### src/rtl/lpm_rr_arbiter_if.sv
// Handshake bundle between requesters and the round-robin arbiter.
// The slave side is the arbiter; the master side drives requests and release.
interface lpm_rr_arbiter_if #(
    parameter int WIDTH    = 2,
    parameter int REQUESTS = 1 << WIDTH
);
    logic                clken;
    logic [REQUESTS-1:0] i_req;
    logic                i_done;
    logic [REQUESTS-1:0] o_gnt;
    logic [WIDTH-1:0]    o_gnt_idx;
    logic                o_gnt_valid;
    logic                o_timeout;

    modport master (
        output clken, i_req, i_done,
        input  o_gnt, o_gnt_idx, o_gnt_valid, o_timeout
    );

    modport slave (
        input  clken, i_req, i_done,
        output o_gnt, o_gnt_idx, o_gnt_valid, o_timeout
    );
endinterface

### src/rtl/lpm_rr_arbiter.sv
// Round-robin arbiter with registered one-hot grant, binary index and an
// optional hold limit that forces the current holder to release.
module lpm_rr_arbiter #(
    parameter string lpm_type     = "lpm_rr_arbiter",
    parameter int    lpm_width    = 2,
    parameter int    lpm_requests = 1 << lpm_width,
    parameter int    lpm_hold_max = 0,
    parameter string lpm_hint     = "UNUSED"
) (
    input logic              i_clock,
    input logic              i_sclr,
    lpm_rr_arbiter_if.slave  bus
);
    localparam int CW = (lpm_hold_max > 0) ? $clog2(lpm_hold_max + 1) : 1;
    localparam logic [CW-1:0]        CNT_LAST = (lpm_hold_max > 0) ? CW'(lpm_hold_max - 1) : '0;
    localparam logic [lpm_width-1:0] IDX_LAST = lpm_width'(lpm_requests - 1);

    if (lpm_requests < 2 || lpm_requests > (1 << lpm_width)) begin : g_bad_cfg
        $error("%s (%s): lpm_requests out of range", lpm_type, lpm_hint);
    end

    typedef enum logic {IDLE, GRANT} state_t;

    state_t                  r_state,     w_state_nxt;
    logic [lpm_requests-1:0] r_gnt,       w_gnt_nxt;
    logic [lpm_width-1:0]    r_gnt_idx,   w_gnt_idx_nxt;
    logic                    r_gnt_valid, w_gnt_valid_nxt;
    logic                    r_timeout,   w_timeout_nxt;
    logic [lpm_width-1:0]    r_ptr,       w_ptr_nxt;
    logic [CW-1:0]           r_cnt,       w_cnt_nxt;

    logic                 w_found;
    logic [lpm_width-1:0] w_sel;
    logic                 w_natural, w_forced, w_release;

    // Rotating search: first set request at or after the priority pointer.
    always_comb begin
        int j;
        j       = 0;
        w_found = 1'b0;
        w_sel   = '0;
        for (int i = 0; i < lpm_requests; i++) begin
            j = int'(r_ptr) + i;
            if (j >= lpm_requests) j = j - lpm_requests;
            if (!w_found && bus.i_req[j]) begin
                w_found = 1'b1;
                w_sel   = j[lpm_width-1:0];
            end
        end
    end

    assign w_natural = bus.i_done | ~bus.i_req[r_gnt_idx];
    assign w_forced  = (lpm_hold_max != 0) && (r_cnt == CNT_LAST);
    assign w_release = w_natural | w_forced;

    always_ff @(posedge i_clock) begin
        if (i_sclr) begin
            r_state     <= IDLE;
            r_gnt       <= '0;
            r_gnt_idx   <= '0;
            r_gnt_valid <= 1'b0;
            r_timeout   <= 1'b0;
            r_ptr       <= '0;
            r_cnt       <= '0;
        end else if (bus.clken) begin
            r_state     <= w_state_nxt;
            r_gnt       <= w_gnt_nxt;
            r_gnt_idx   <= w_gnt_idx_nxt;
            r_gnt_valid <= w_gnt_valid_nxt;
            r_timeout   <= w_timeout_nxt;
            r_ptr       <= w_ptr_nxt;
            r_cnt       <= w_cnt_nxt;
        end
    end

    always_comb begin
        w_state_nxt     = r_state;
        w_gnt_nxt       = r_gnt;
        w_gnt_idx_nxt   = r_gnt_idx;
        w_gnt_valid_nxt = r_gnt_valid;
        w_timeout_nxt   = 1'b0;
        w_ptr_nxt       = r_ptr;
        w_cnt_nxt       = r_cnt;
        case (r_state)
            IDLE: begin
                if (w_found) begin
                    w_state_nxt        = GRANT;
                    w_gnt_nxt          = '0;
                    w_gnt_nxt[w_sel]   = 1'b1;
                    w_gnt_idx_nxt      = w_sel;
                    w_gnt_valid_nxt    = 1'b1;
                    w_cnt_nxt          = '0;
                end
            end
            GRANT: begin
                if (w_release) begin
                    // Index stays on the last holder so it remains observable in the bubble.
                    w_state_nxt     = IDLE;
                    w_gnt_nxt       = '0;
                    w_gnt_valid_nxt = 1'b0;
                    w_timeout_nxt   = w_forced & ~w_natural;
                    w_ptr_nxt       = (r_gnt_idx == IDX_LAST) ? '0 : r_gnt_idx + 1'b1;
                end else if (r_cnt != '1) begin
                    w_cnt_nxt = r_cnt + 1'b1;
                end
            end
            default: w_state_nxt = IDLE;
        endcase
    end

    assign bus.o_gnt       = r_gnt;
    assign bus.o_gnt_idx   = r_gnt_idx;
    assign bus.o_gnt_valid = r_gnt_valid;
    assign bus.o_timeout   = r_timeout;
endmodule

### src/flat_wrapper.sv
// flat-port wrapper written by rule: the top's interface ports become plain ports
module lpm_rr_arbiter_flat 
#(
    parameter string lpm_type     = "              ",
    parameter int    lpm_width    = 2,
    parameter int    lpm_requests = 1 << lpm_width,
    parameter int    lpm_hold_max = 0,
    parameter string lpm_hint     = "      "
)
  (i_clock, i_sclr, bus_clken, bus_i_req, bus_i_done, bus_o_gnt, bus_o_gnt_idx, bus_o_gnt_valid, bus_o_timeout);
  lpm_rr_arbiter_if #(.WIDTH((2)), .REQUESTS((4))) bus_i ();
  input logic i_clock;
  input logic i_sclr;
  input wire logic [$bits(bus_i.clken)-1:0] bus_clken;
  input wire logic [$bits(bus_i.i_req)-1:0] bus_i_req;
  input wire logic [$bits(bus_i.i_done)-1:0] bus_i_done;
  output wire logic [$bits(bus_i.o_gnt)-1:0] bus_o_gnt;
  output wire logic [$bits(bus_i.o_gnt_idx)-1:0] bus_o_gnt_idx;
  output wire logic [$bits(bus_i.o_gnt_valid)-1:0] bus_o_gnt_valid;
  output wire logic [$bits(bus_i.o_timeout)-1:0] bus_o_timeout;
  assign bus_i.clken = bus_clken;
  assign bus_i.i_req = bus_i_req;
  assign bus_i.i_done = bus_i_done;
  assign bus_o_gnt = bus_i.o_gnt;
  assign bus_o_gnt_idx = bus_i.o_gnt_idx;
  assign bus_o_gnt_valid = bus_i.o_gnt_valid;
  assign bus_o_timeout = bus_i.o_timeout;
  lpm_rr_arbiter #(.lpm_type(lpm_type), .lpm_width(lpm_width), .lpm_requests(lpm_requests), .lpm_hold_max(lpm_hold_max), .lpm_hint(lpm_hint)) u_core (.i_clock(i_clock), .i_sclr(i_sclr), .bus(bus_i));
endmodule
### config.mk
export PLATFORM = sky130hd
export DESIGN_NAME = lpm_rr_arbiter_flat
export DESIGN_NICKNAME = d
export VERILOG_FILES = /design/src/rtl/lpm_rr_arbiter_if.sv /design/src/rtl/lpm_rr_arbiter.sv /design/src/flat_wrapper.sv
export SDC_FILE = /design/constraint.sdc
export NUM_CORES = 1
export LEC_CHECK = 0
export ABC_CLOCK_PERIOD_IN_PS = 1500
export BUFFER_PORTS_ARGS = -buffer_cell sky130_fd_sc_hd__buf_2
export CAP_MARGIN = 20
export CORE_MARGIN = 2
export CORE_UTILIZATION = 43
export DETAILED_ROUTE_END_ITERATION = 12
export HOLD_SLACK_MARGIN = 0.02
export PLACE_DENSITY = 0.67
export SETUP_SLACK_MARGIN = 0.2
export SLEW_MARGIN = 20
export SYNTH_ARGS = -nofsm -noshare
export SYNTH_HDL_FRONTEND = slang
export SYNTH_SLANG_ARGS = --single-unit
### constraint.sdc
create_clock -name i_clock -period 1.5 [get_ports i_clock]
set_clock_uncertainty 0.2 [all_clocks]
set_input_delay 0.075 -clock i_clock [delete_from_list [all_inputs] [get_ports i_clock]]
set_output_delay 0.075 -clock i_clock [all_outputs]
set_load 0.02 [all_outputs]
After elaboration in Yosys (flattened, before gate mapping)
Cells that the tools add are included.
- latch bits: 0
- memories: 0
- output and inout bits: 8
- memory bits (writable): 0
- bits in registers: 10
- memory bits (read-only): 0
- $mul: 0
- order comparisons: 11
- reductions and logical operators: 10
- add/subtract/negate cells: 8
- shift operators: 0
- eq/ne operators: 3
- muxes and demuxes: 38
- divide/modulo/power cells: 0
- bitwise logic cells: 3
- operators with widths (kind ; number):
    $lt A32 B4 Y1 const B ; 4
    $mux W32 ; 4
    $ge A32 B4 Y1 const B ; 3
    $sub A32 B4 Y32 const B ; 3
    $mux W1 ; 18
    $bmux W1 S2 ; 5
    $mux W2 ; 5
    $reduce_and A3 Y1 ; 3
    $mux W4 ; 2
    $pmux W4 S2 ; 1
    $add A2 B2 Y3 const B ; 2
    $lt A2 B3 Y1 const B ; 2
    $logic_and A1 B1 Y1 ; 4
    $pmux W1 S2 ; 2
    $sub A2 B3 Y4 const B ; 1
    $add A2 B1 Y3 const B ; 1
    $ge A2 B3 Y1 const B ; 1
    $logic_not A1 Y1 ; 3
    $add A2 B1 Y2 const B ; 1
    $demux W1 S2 ; 1
    $eq A2 B2 Y1 const B ; 1
    $ge A2 B1 Y1 const B ; 1
    $ne A2 B1 Y1 const B ; 1
    $ne A2 B2 Y1 const B ; 1
    2 further kinds ; 3

Logic depth before layout (Yosys ltp)
- word-level depth: 21
- gate-level depth with buffers: 4
- gate-level depth less buffers: 4

Worst setup path after synthesis
Ideal clock, no wire load.
- kind: flip-flop to flip-flop
- start point: register u_core.r_gnt_idx[0] (netlist: u_core.bus.o_gnt_idx[0])
- end point: register u_core.r_gnt[0] (netlist: u_core.bus.o_gnt[0])
- path slack: -0.134 ns
- setup time: 0.117 ns
- required time: 1.183 ns
- cell stages (with the launch flop): 5
- arrival time: 1.316 ns
- buffers on the path: 0
- clock period less this slack: 1.634 ns
- path through: dfxtp_1 -> mux2i_1 -> o221a_4 -> a211oi_4 -> a32o_2
- longest elaborated chain between the ends: 6
- RTL lines (item ; RTL line ; source):
    start: declaration ; lpm_rr_arbiter.sv:26 ; logic [lpm_width-1:0] r_gnt_idx, w_gnt_idx_nxt;
    start signal: assignment ; lpm_rr_arbiter.sv:68 ; r_gnt_idx <= w_gnt_idx_nxt;
    $bmux W1 S2 ; lpm_rr_arbiter.sv:52 ; assign w_natural = bus.i_done | ~bus.i_req[r_gnt_idx];
    $mux W1 (implied by the code) ; lpm_rr_arbiter.sv:52 ;
    $not A1 Y1 ; lpm_rr_arbiter.sv:52 ;
    $or A1 B1 Y1 ; lpm_rr_arbiter.sv:52 ;
    $ne A2 B2 Y1 (no source line) ; n/a ;
    $reduce_and A3 Y1 (no source line) ; n/a ;
    end signal: assignment ; lpm_rr_arbiter.sv:67 ; r_gnt <= w_gnt_nxt;
    end: declaration ; lpm_rr_arbiter.sv:25 ; logic [lpm_requests-1:0] r_gnt, w_gnt_nxt;
Every way passes these cells. The select of a mux whose other input is x is not followed.
A chain may end at the register's enable or synchronous reset.

Worst setup path in the final report
- start point: register u_core.r_ptr[1]
- end point: register u_core.r_gnt[0] (netlist: u_core.bus.o_gnt[0])
- longest elaborated chain between the ends: 21
- elaborated cells between the ends (all ways): 50
- classes of those cells: add/sub (7); order compare (6); eq/ne (1); mux (28); reduce/logical (8)
- RTL lines (item ; RTL line ; source):
    start: declaration ; lpm_rr_arbiter.sv:29 ; logic [lpm_width-1:0] r_ptr, w_ptr_nxt;
    start signal: assignment ; lpm_rr_arbiter.sv:71 ; r_ptr <= w_ptr_nxt;
    branches (longest 21 deep; another with $sub A32 B4 Y32) ; n/a ;
Parallel ways; which one is timed is not known. The select of a mux whose other input is x is not followed.

==> impl_results.md <==
* Worst setup path startpoint: u_core.r_ptr[1]
* Area taken by multi-input logic gates at 400 um2
* Flops & latches, synth at 10
* First DRT Iteration DRCs at 9
* Synth Area per Inst at 9.63 um2
* Fillers at 105
* Synth top cells by count: dfxtp_1, a21oi_1, a32o_2, nor2_1, nor3_1
* Vias in the first global route at 495
* Gate Count Post-Synth at 59
* Leakage at 0.375 nW
* Clock power frac at 0.334
* Fin cells at 102
* Synth area leaders: dfxtp_1, a32o_2, mux2i_1
* Largest net degree at the start of global routing at 8
* Full die area at 1630 um2
* Cell internal pwr at 513 uW
* Buf/Inv on CP at 0
* Reg2Reg Depth at 4
* Clk_lat worst skew at 0.26 ns
* Final Hold Slack at 0.0522 ns
* Min-delay src: i_sclr
* Distinct cells, synth at 30
* Final ANT Viol Nets at 0
* Via Count at 584
* P_sw at 208 uW
* Final Max Tran Viols at 0
* Worst setup path class: flip-flop to flip-flop
* FF+latch area at 209 um2
* CP peak stage delay at 0.37 ns
* Starting Density at 0.448
* Max VDD drop at 0.584 mV
* Remaining global-route overflow at 0
* Post-Syn Area at 568 um2
* Top_reg_cell synth: dfxtp_1
* Endpoints failing setup at 5
* Area delta synth->final at 48.5%
* Critical Path RT at 1.45 ns
* H-Tree Depth at 1
* DP HPWL at 1.01 mm
* Area share of the leading cell type in the synthesized netlist at 0.352
* CTS tree: yes
* Syn. warnings at 0
* Count leader, synth: dfxtp_1
* Syn Nets at 68
* CTS root buf: clkbuf_4
* Ys async rst share at 0
* Crit Reg-Reg Endpoint: u_core.bus.o_gnt[0]
* Routability cong. at 0.762
* Worst Hold End: u_core.bus.o_gnt_idx[0]
* CP endpoint kind: flip-flop
* WL/cell at 14.1 um
* Final hold vios at 0
* Fin worst setup slack at -0.0737 ns
* Overall Power at 721 uW
* Worst path slowest cell: or3_4
* Placed Cells at 92
* Crit start category: flip-flop
* Antenna violations before repair at 0
* Drt drc at 0
* Number of diodes at 0
* Tot GR Track Use at 0.203
* Post-Route WL at 1.44 mm
* Type of the most critical hold path: input port to flip-flop
* Max-Cap Viols at 0
* CTS clock-pin slew for the worst setup and hold paths at 0.07 ns
* Post-Layout Inst Area at 843 um2
* Reg-to-Reg Start: u_core.r_ptr[1]
* Ports at 16
* Pwr dens at 855 nW/um2
* Worst hold path depth at 3
* First-pass GRT wire length at 2.13 mm
* Clk buf depth at 2
* Die Wd at 40.3 um
* Switching share of total power at 0.288
* Core Footprint at 1270 um2
* Failing checks: setup timing
* Combinational power share at 0.260
* Die H at 40.3 um
* Post-synth EDFFs at 0
* Leading area contributor after synthesis: dfxtp_1
* Fin crit share at 1.05
* Critical Path AT at 1.53 ns
* Crit path max-delay family: simple AND/OR/NAND/NOR gates
* Layout cells sized above 1 at 0.563
* Worst-path cell chain: mux2i_1 -> nor2_2 -> or3_4 -> a32o_2
* FP Rows at 13
* Status: finished, violations left
* DP Area at 703 um2
* Port Buffers at 14
* Final #Nets at 97
* Min cycle time layout at 1.57 ns
* F_max at 635 MHz
* Clock sink count at 10
* CTS Buf Count at 3
* Sequential share of power at 0.406
* DRT Pass-1 Iters at 4
* Post-synthesis sequential area ratio at 0.352
* Vias per cell at 5.73
* Crit-path max FO at 4
* Reg2reg setup slack at -0.07 ns
* Unrepaired setup endpoints after global routing: yes
how the worst max path moves through the flow:
stage | endpoint | slack, ns | depth (start not counted)
global route | u_core.bus.o_gnt[0] | -0.11 | 4
CTS | u_core.bus.o_gnt[1] | -0.06 | 4
detailed placement | u_core.bus.o_gnt[0] | -0.06 | 4
global placement | u_core.bus.o_gnt[0] | -0.04 | 4
finish | u_core.bus.o_gnt[0] | -0.07 | 4
floorplan | u_core.bus.o_gnt[0] | -0.003 | 4
worst register-to-register path: stages (launching register included):
cell	delay, ns
dfxtp_2	0.35
mux2i_1	0.22
nor2_2	0.06
or3_4	0.37
a32o_2	0.27
state kept, by name, indices dropped and copies added, names as in the netlist:
signal and count:
u_core.r_state 1, u_core.bus.o_gnt_idx 2, u_core.bus.o_gnt_valid 1, u_core.r_ptr 2, u_core.bus.o_gnt 4
power groups by stage:
stage	clock network, mW	registers (mW)	logic, mW
2_1_floorplan	0	0.312	0.0798
3_5_place_dp	0	0.298	0.151
6_report	0.241	0.293	0.188
3_3_place_gp	0	0.297	0.149
4_1_cts	0.245	0.292	0.173
5_1_grt	0.265	0.295	0.201
placed cells by master (no fill, tap or decap), types with 2 or more instances in the layout:
cell,netlist,routed
dfxtp_1,10,7
nor2_1,4,2
inv_1,2,2
buf_2,0,14
nor2_2,1,3
o21a_1,2,2
a21oi_1,4,3
a32o_2,4,4
dfxtp_4,0,2
dlygate4sd3_1,0,3
nor3_1,4,2
buf_4,1,8
mux2i_2,0,2
nand2b_1,2,2
clkbuf_4,0,3
o21ai_1,0,2
per-layer routing:
layer,global-route usage,part of all wire,up-vias
li1,-,-,279
met1,0.245,0.44,270
met2,0.321,0.46,29
met3,0.0667,0.087,6
met4,0.0917,0.020,0
met5,0,0,-
metrics by stage:
step | setup WS, ns | setup TNS [ns] | util
after floorplan | -0.00277 | -0.0111 | -
after global placement | -0.0428 | -0.128 | 0.554
after detailed placement | -0.0608 | -0.192 | 0.554
after CTS | -0.0565 | -0.218 | 0.638
after global routing | -0.108 | -0.489 | 0.665
final | -0.0737 | -0.265 | 0.665
logic make-up (layout without fill, tap and decap cells):
kind of cell,Yosys count,in the layout,synth area share
flops,10,10,0.352
mux,3,3,0.0529
simple gates,18,18,0.165
fa+ha+maj,1,1,0.0220
compound gates,22,22,0.368
other cells,1,1,0.00660
buf+inv,4,32,0.0330
final cells by class:
| class | instances | share of cell area |
|---|---|---|
| multi-input combinational | 45 | 0.475 |
| inverter | 2 | 0.00890 |
| clock buffer | 4 | 0.0430 |
| timing repair buffer | 26 | 0.203 |
| tap | 15 | 0.0223 |
| sequential | 10 | 0.248 |
repair_timing:
item,in CTS,in global routing
pin swaps,2,3
hold buffers,3,0
gates resized for setup,7,6
endpoints found under the hold margin,5,0
cloned,0,0
buffers inserted,2,1
endpoints found under the setup margin,10,10
Power figures use the tool's default switching activity.
